## src/rtl/ula_pkg.sv

```systemverilog
// rtl/ula_pkg.sv - shared opcodes and FSM state encoding for the sequential ULA
package ula_pkg;

  localparam logic [1:0] OP_ADD = 2'b00;
  localparam logic [1:0] OP_SUB = 2'b01;
  localparam logic [1:0] OP_MUL = 2'b10;
  localparam logic [1:0] OP_RSV = 2'b11;

  typedef enum logic {
    S_IDLE = 1'b0,
    S_MUL  = 1'b1
  } state_t;

endpackage

```

## src/rtl/mult_seq.sv

```systemverilog
// rtl/mult_seq.sv - WIDTH-step shift-add unsigned multiplier with load/step control
module mult_seq #(
  parameter int WIDTH = 16
) (
  input  logic                 clk,
  input  logic                 rst,
  input  logic                 load_i,
  input  logic                 step_i,
  input  logic [WIDTH-1:0]     a_i,
  input  logic [WIDTH-1:0]     b_i,
  output logic [2*WIDTH-1:0]   product_o,
  output logic                 last_o
);

  localparam int CW = $clog2(WIDTH) + 1;

  // Product register holds {partial_sum, remaining multiplier bits}; the
  // multiplier is consumed from bit 0 and shifted out as the sum shifts in.
  logic [WIDTH-1:0]   mcand_q, mcand_d;
  logic [2*WIDTH-1:0] prod_q, prod_d;
  logic [CW-1:0]      cnt_q, cnt_d;

  logic [WIDTH-1:0]   addend;
  logic [WIDTH:0]     partial;
  logic [2*WIDTH-1:0] step_val;

  // One shift-add step: conditionally add the multiplicand to the upper half,
  // then shift the whole register right by one keeping the carry.
  always_comb begin
    addend   = prod_q[0] ? mcand_q : '0;
    partial  = {1'b0, prod_q[2*WIDTH-1:WIDTH]} + {1'b0, addend};
    step_val = {partial, prod_q[WIDTH-1:1]};

    mcand_d = mcand_q;
    prod_d  = prod_q;
    cnt_d   = cnt_q;
    if (load_i) begin
      mcand_d = a_i;
      prod_d  = {{WIDTH{1'b0}}, b_i};
      cnt_d   = '0;
    end else if (step_i) begin
      prod_d = step_val;
      cnt_d  = cnt_q + 1'b1;
    end
  end

  // The product is presented combinationally so the caller can register it
  // on the same edge that performs the final step.
  assign product_o = step_val;
  assign last_o    = step_i && !load_i && (cnt_q == CW'(WIDTH - 1));

  // Datapath and step counter registers.
  always_ff @(posedge clk) begin
    if (rst) begin
      mcand_q <= '0;
      prod_q  <= '0;
      cnt_q   <= '0;
    end else begin
      mcand_q <= mcand_d;
      prod_q  <= prod_d;
      cnt_q   <= cnt_d;
    end
  end

endmodule

```

## src/rtl/ula_seq.sv

```systemverilog
// rtl/ula_seq.sv - clocked add/sub/mul ULA with start/ready handshake and done pulse
module ula_seq
  import ula_pkg::*;
#(
  parameter int WIDTH = 16
) (
  input  logic             clk,
  input  logic             rst,
  input  logic             start,
  input  logic [1:0]       op,
  input  logic [WIDTH-1:0] A,
  input  logic [WIDTH-1:0] B,
  output logic             ready,
  output logic             busy,
  output logic             done,
  output logic [WIDTH-1:0] C,
  output logic             overflow
);

  state_t           state_q, state_d;
  logic [WIDTH-1:0] c_q, c_d;
  logic             ovf_q, ovf_d;
  logic             done_q, done_d;

  logic               mul_load;
  logic               mul_step;
  logic [2*WIDTH-1:0] mul_product;
  logic               mul_last;

  logic [WIDTH:0]     sum_ext;
  logic [WIDTH:0]     diff_ext;

  // Extended add/sub expose carry-out and borrow in the top bit.
  assign sum_ext  = {1'b0, A} + {1'b0, B};
  assign diff_ext = {1'b0, A} - {1'b0, B};

  mult_seq #(
    .WIDTH(WIDTH)
  ) u_mult (
    .clk      (clk),
    .rst      (rst),
    .load_i   (mul_load),
    .step_i   (mul_step),
    .a_i      (A),
    .b_i      (B),
    .product_o(mul_product),
    .last_o   (mul_last)
  );

  // Next-state, result and done logic; C/overflow hold unless an op completes.
  always_comb begin
    state_d  = state_q;
    c_d      = c_q;
    ovf_d    = ovf_q;
    done_d   = 1'b0;
    mul_load = 1'b0;
    mul_step = 1'b0;

    case (state_q)
      S_IDLE: begin
        if (start) begin
          case (op)
            OP_ADD: begin
              c_d    = sum_ext[WIDTH-1:0];
              ovf_d  = sum_ext[WIDTH];
              done_d = 1'b1;
            end
            OP_SUB: begin
              c_d    = diff_ext[WIDTH-1:0];
              ovf_d  = diff_ext[WIDTH];
              done_d = 1'b1;
            end
            OP_MUL: begin
              mul_load = 1'b1;
              state_d  = S_MUL;
            end
            default: begin
              c_d    = '0;
              ovf_d  = 1'b0;
              done_d = 1'b1;
            end
          endcase
        end
      end
      S_MUL: begin
        mul_step = 1'b1;
        if (mul_last) begin
          c_d     = mul_product[WIDTH-1:0];
          ovf_d   = |mul_product[2*WIDTH-1:WIDTH];
          done_d  = 1'b1;
          state_d = S_IDLE;
        end
      end
      default: state_d = S_IDLE;
    endcase
  end

  // State and result registers; reset aborts any multiply without a done.
  always_ff @(posedge clk) begin
    if (rst) begin
      state_q <= S_IDLE;
      c_q     <= '0;
      ovf_q   <= 1'b0;
      done_q  <= 1'b0;
    end else begin
      state_q <= state_d;
      c_q     <= c_d;
      ovf_q   <= ovf_d;
      done_q  <= done_d;
    end
  end

  assign ready    = (state_q == S_IDLE);
  assign busy     = !ready;
  assign done     = done_q;
  assign C        = c_q;
  assign overflow = ovf_q;

endmodule

```

## config.mk

```make
export PLATFORM = sky130hd
export DESIGN_NAME = ula_seq
export DESIGN_NICKNAME = d
export VERILOG_FILES = /design/src/rtl/ula_pkg.sv /design/src/rtl/mult_seq.sv /design/src/rtl/ula_seq.sv
export SDC_FILE = /design/constraint.sdc
export NUM_CORES = 1
export LEC_CHECK = 0
export ABC_AREA = 1
export BUFFER_PORTS_ARGS = -buffer_cell sky130_fd_sc_hd__buf_2
export CAP_MARGIN = 10
export CORE_ASPECT_RATIO = 1.25
export CORE_MARGIN = 8
export CORE_UTILIZATION = 25
export CTS_CLUSTER_SIZE = 8
export DETAILED_ROUTE_END_ITERATION = 8
export PLACE_DENSITY_LB_ADDON = 0.15
export SYNTH_ARGS = -nofsm -noshare
export SYNTH_HDL_FRONTEND = slang
export SYNTH_SLANG_ARGS = --single-unit
export TNS_END_PERCENT = 5
```

## constraint.sdc

```tcl
create_clock -name clk -period 3.26 [get_ports clk]
set_clock_uncertainty 0.2 [all_clocks]
set_input_delay 0.652 -clock clk [delete_from_list [all_inputs] [get_ports clk]]
set_output_delay 0.652 -clock clk [all_outputs]
set_load 0.05 [all_outputs]
```

-- Yosys cells after proc, flatten, opt, wreduce, memory -nomap -nowiden
Cells that the tools add are included.
- bits in registers: 72
- bits in latches: 0
- memory bits (writable): 0
- ROM bits: 0
- input bits: 37
- output and inout bits: 20
- word-level logic and storage cells: 48
- memories: 0
- $add $sub $neg: 4
- $mul: 0
- divide/modulo/power cells: 0
- magnitude comparators: 0
- eq/ne operators: 6
- shift-type cells: 0
- mux-type cells: 21
- bitwise logic cells: 1
- reduce and logical (&&, ||, !) cells: 8
- operator list (operator ; count):
    $mux W16 ; 5
    $pmux W16 S3 ; 1
    $add A16 B16 Y17 ; 2
    $pmux W16 S2 ; 1
    $sub A16 B16 Y17 ; 1
    $reduce_or A16 Y1 ; 1
    $mux W1 ; 10
    $pmux W1 S2 ; 3
    $add A5 B1 Y5 const B ; 1
    $eq A5 B4 Y1 const B ; 1
    $ne A2 B2 Y1 const B ; 2
    $pmux W1 S3 ; 1
    $reduce_and A3 Y1 ; 1
    $eq A2 B1 Y1 const B ; 1
    $eq A2 B2 Y1 const B ; 1
    $logic_and A1 B1 Y1 ; 2
    $logic_not A2 Y1 ; 1
    $ne A2 B1 Y1 const B ; 1
    $reduce_bool A2 Y1 ; 1
    $reduce_or A2 Y1 ; 1
    $logic_not A1 Y1 ; 1
    $not A1 Y1 ; 1

-- Depth between registers and ports, before layout
- word-level depth: 9
- depth in mapped cells: 19

-- Modules after synthesis
From an unflattened synthesis, not the netlist that was laid out.
- cell total of the unflattened synthesis: 1093
- area total of the unflattened synthesis: 6515.0 µm²
- modules (own cells, without submodules) (module ; times used ; cells an instance ; area each (µm²)):
    mult_seq ; 1 ; 548 ; 3409.5
    ula_seq ; 1 ; 545 ; 3105.5

-- Worst setup path after synthesis
No wires, ideal clock.
- path type: register -> register
- start point: register u_mult.prod_q[0]
- end point: register ovf_q, in the netlist overflow
- data arrival time: 2.217 ns
- data required time: 2.942 ns
- setup slack: 0.725 ns
- stages on the path, launching flop included: 17
- clock period less this slack: 2.535 ns
- cells stage by stage: dfxtp_1 > clkbuf_1 > clkbuf_1 > nand2_1 > inv_1 > ha_1 > fa_1 > nand3_1 > nand3_1 > nand2_1 > nand2_1 > a21oi_1 > nand3_1 > nor2_1 > nand3_1 > nand2_1 > a21oi_1
- cells in the longest elaborated chain, start to end: 5
- ends and longest elaborated chain (what ; line ; text):
    start: declaration ; mult_seq.sv:20 ; logic [2*WIDTH-1:0] prod_q, prod_d;
    start signal: assignment ; mult_seq.sv:60 ; prod_q <= prod_d;
    $mux W16 ; mult_seq.sv:30 ; addend = prod_q[0] ? mcand_q : '0;
    $add A16 B16 Y17 ; mult_seq.sv:31 ; partial = {1'b0, prod_q[2*WIDTH-1:WIDTH]} + {1'b0, addend};
    $reduce_or A16 Y1 ; ula_seq.sv:89 ; ovf_d = |mul_product[2*WIDTH-1:WIDTH];
    $mux W1 ; ula_seq.sv:87 ; if (mul_last) begin
    $pmux W1 S2 ; ula_seq.sv:59 ; case (state_q)
    end signal: assignment ; ula_seq.sv:108 ; ovf_q <= ovf_d;
    end: declaration ; ula_seq.sv:22 ; logic ovf_q, ovf_d;
No other way between the ends. The select of a mux whose other input is x is not followed.
A chain may end at the register's enable or synchronous reset.

-- Final worst setup path
Ends and elaborated chain as after synthesis.

==> metrics.md <==
| Metric | Value |
|---|---|
| Final RePlAce weighted congestion | `just under 0.9` |
| Int Pwr | `roughly 1.7 mW` |
| Top-count cell post-synth | `nand2_1` |
| Leakage Power | `between 3 and 4 nW` |
| Place WS | `452 ps` |
| Final antenna-violating net count | `0` |
| Routed len/inst | `15.4 microns` |
| Worst setup EP type | `flip-flop` |
| Critical path, cell by cell | `buf_4 > nand2_1 > inv_1 > fa_1 > nand3_1 > nand3_1 > nand2_1 > nand2_1 > xor2_1 > nand3_1 > nor2_1 > nand3_1 > nand2_1 > a21oi_1` |
| Setup TNS | `0 ps` |
| H-tree levels | `3` |
| Worst-margin pin slew | `626 ps` |
| Cell Area, Synth | `between 0.005 and 0.006 sq mm` |
| CP peak stage delay | `around 480 ps` |
| # diodes | `0` |
| Clk pwr share | `a little under two fifths` |
| Core area | `around 0.024 sq mm` |
| Row count | `63` |
| R2R cell count | `14` |
| RSZ-0062 raised after global routing | `no` |
| Final hold slack | `approximately 270 ps` |
| Post-synth EDFFs | `0` |
| R2R setup slack | `around 580 ps` |
| Crit share post-route | `82.3%` |
| Clock transition at path regs | `~70 ps` |
| Syn Nets | `between 1,000 and 1,500` |
| Final Hold Fails | `0` |
| Sw Ratio | `a little over a third` |
| Finished Core Util | `between 20% and 30%` |
| Total wire length | `20,400 microns` |
| Worst EP required | `3280 ps` |
| Max Cap Viol | `0` |
| Power, Total | `~2.6 mW` |
| # nets final | `1,114` |
| Gr usage total | `between 10 and 15%` |
| First-pass GRT wire length | `roughly 33,000 microns` |
| Logic gate share of total power | `a little over a quarter` |
| Clk root buf | `clkbuf_16` |
| CTS Buffer Depth | `2` |
| Drt drc | `0` |
| Layout cell share with drive strength beyond 1 | `between 10% and 20%` |
| Sequential fraction of the synthesis area | `between 20% and 30%` |
| Top-area cell type share of the netlist area | `between 20 and 25%` |
| Congestion Overflow GR | `0` |
| Status | `completed` |
| CP arrival | `2700 ps` |
| Port bufs | `56` |
| Buffer count from post-CTS setup fixing | `0` |
| Fillers | `between 2,000 and 3,000` |
| Mean Syn Cell Area | `roughly 6.1 sq um` |
| 1st-iter DRT viols | `between 300 and 400` |
| Slew margin rel. | `58.1%` |
| Critical path class | `flip-flop to flip-flop` |
| Hold Path Class | `flip-flop to flip-flop` |
| Die area | `0.0290 sq mm` |
| Synth async-reset ratio | `0%` |
| Yosys warning count | `0` |
| Peak VDD IR | `just over 200 uV` |
| Cells after Synth | `between 900 and 1,000` |
| Hold Buf Count CTS | `0` |
| Area grow syn2layout | `14.7%` |
| Num ports | `57` |
| TritonRoute pass-1 iters | `5` |
| Die H | `between 150 and 200 microns` |
| Synthesis-stage register bit count | `~70` |
| Netlist cell types | `37` |
| Sink Count | `72` |
| Vias in the first global route | `6,216` |
| FMAX | `between 300 and 400 MHz` |
| List of most frequent post-synthesis cells | `nand2_1 (290), inv_1 (140), nor2_1 (87)` |
| Setup violators final | `0` |
| Post-synth top area cell | `dfxtp_1` |
| Largest net degree at the start of global routing | `33` |
| Via Count | `~6,000` |
| Starting Density | `between 20% and 30%` |
| CTS tree | `yes` |
| Initial antenna violation count | `0` |
| Post-route setup slack | `576 ps` |
| Slew Viols, Final | `0` |
| Critical Path Start Type | `flip-flop` |
| Inserted Clock Buffers | `9` |
| Top FF cell, synth | `dfxtp_1` |
| P_sw | `between 0.9 and 1 mW` |
| Synth top area cells | `dfxtp_1 (24%), nand2_1 (18%), ha_1 (11%)` |
| Worst Path Max Fanout | `16` |
| Via density | `4.58` |
| Clk_lat worst skew | `about 340 ps` |
| Reg power frac | `between 30% and 40%` |
| Hold Path Cell Cnt | `2` |
| HPWL after DPL | `between 15,000 and 20,000 microns` |
| Pwr per Cell Area | `between 300 and 400 mW/mm^2` |
| Chip Width | `154 microns` |
| Slowest cell on crit path | `fa_1` |
| Post-layout minimum cycle time | `~2700 ps` |
| Post-cts sizing count | `0` |
## final cells by class
| class | count | area (sq um) | area share (%) |
|---|---|---|---|
| Sequential cell | 72 | 1440 | 21.2 |
| Timing Repair Buffer | 67 | 375 | 5.51 |
| Clock buffer | 9 | 225 | 3.31 |
| Clock inverter | 7 | 66.3 | 0.973 |
| Inverter | 163 | 612 | 8.98 |
| Tap cell | 292 | 365 | 5.36 |
| Multi-Input combinational cell | 711 | 3730 | 54.7 |
## per-layer routing
metal,track usage (%),part of all wire (%),vias up
met5,0,0,-
met4,4.04,1.7,0
met3,0.825,1.5,20
met2,27.4,52,81
met1,16.2,44,2745
li1,-,-,3206
## through the flow
step	area (sq um)	cells
2_1_floorplan	5940	977
3_5_place_dp	6520	1305
3_3_place_gp	6520	1305
4_1_cts	6810	1321
5_1_grt	6810	1321
6_report	6810	1321
## cell usage in the layout, fill, tap and decap left out, drive strengths merged
| cell type | netlist | layout |
|---|---|---|
| nand2 | 292 | 292 |
| inv | 163 | 169 |
| nor2 | 91 | 91 |
| nand3 | 74 | 74 |
| dfxtp | 72 | 72 |
| a21oi | 71 | 71 |
| buf | 19 | 67 |
| o21ai | 57 | 57 |
| ha | 50 | 50 |
| o211ai | 19 | 19 |
| a31oi | 9 | 9 |
| clkbuf | 12 | 9 |
| nor3 | 8 | 8 |
| xor2 | 7 | 7 |
| nand4 | 6 | 6 |
| o21bai | 5 | 5 |
| a21o | 4 | 4 |
| and2 | 4 | 4 |
| o21a | 3 | 3 |
| xnor2 | 3 | 3 |
| fa | 3 | 3 |
| a22o | 1 | 1 |
| nand3b | 1 | 1 |
| o22ai | 1 | 1 |
| o221ai | 1 | 1 |
| nor4 | 1 | 1 |
| clkinv | 0 | 1 |
## registers in the layout, indices dropped and copies added, names as in the netlist
signal / flops
C: 16
done: 1
overflow: 1
u_mult.prod_q: 32
u_mult.mcand_q: 16
u_mult.cnt_q: 5
busy: 1
## cell families after synthesis
| family | synth area share (%) |
|---|---|
| adders and majority gates | 11.5 |
| DFF | 24.3 |
| buffers and inverters | 13.0 |
| AOI/OAI and AO/OA | 16.9 |
| xor gates and xnor gates | 1.48 |
| and+or+nand+nor | 32.8 |
## power by group through the flow
stage | sequential [mW] | clock, mW | combinational, mW
3_3_place_gp | 0.982 | 0 | 0.705
5_1_grt | 0.968 | 1.05 | 0.778
3_5_place_dp | 0.982 | 0 | 0.702
6_report | 0.962 | 0.984 | 0.701
2_1_floorplan | 1.03 | 0 | 0.430
4_1_cts | 0.962 | 1.02 | 0.705
## critical path, delay by kind of cell, from the launching register on
kind,cells,cell delay [ps]
simple gates,9,1020
xor+xnor,1,210
buf+inv,2,260
flops,1,310
fa+ha+maj,1,480
compound gates,1,60
## worst paths after layout
path | startpoint | end
worst max register to register | u_mult.prod_q[0]$_SDFFE_PP0P_ | overflow$_SDFFE_PP0P_
worst min-delay path | u_mult.prod_q[16]$_SDFFE_PP0P_ | u_mult.prod_q[16]$_SDFFE_PP0P_
worst max-delay path | u_mult.prod_q[0]$_SDFFE_PP0P_ | overflow$_SDFFE_PP0P_
worst min register to register | u_mult.prod_q[16]$_SDFFE_PP0P_ | u_mult.prod_q[16]$_SDFFE_PP0P_
No activity file was read; power rests on OpenSTA's default activity.
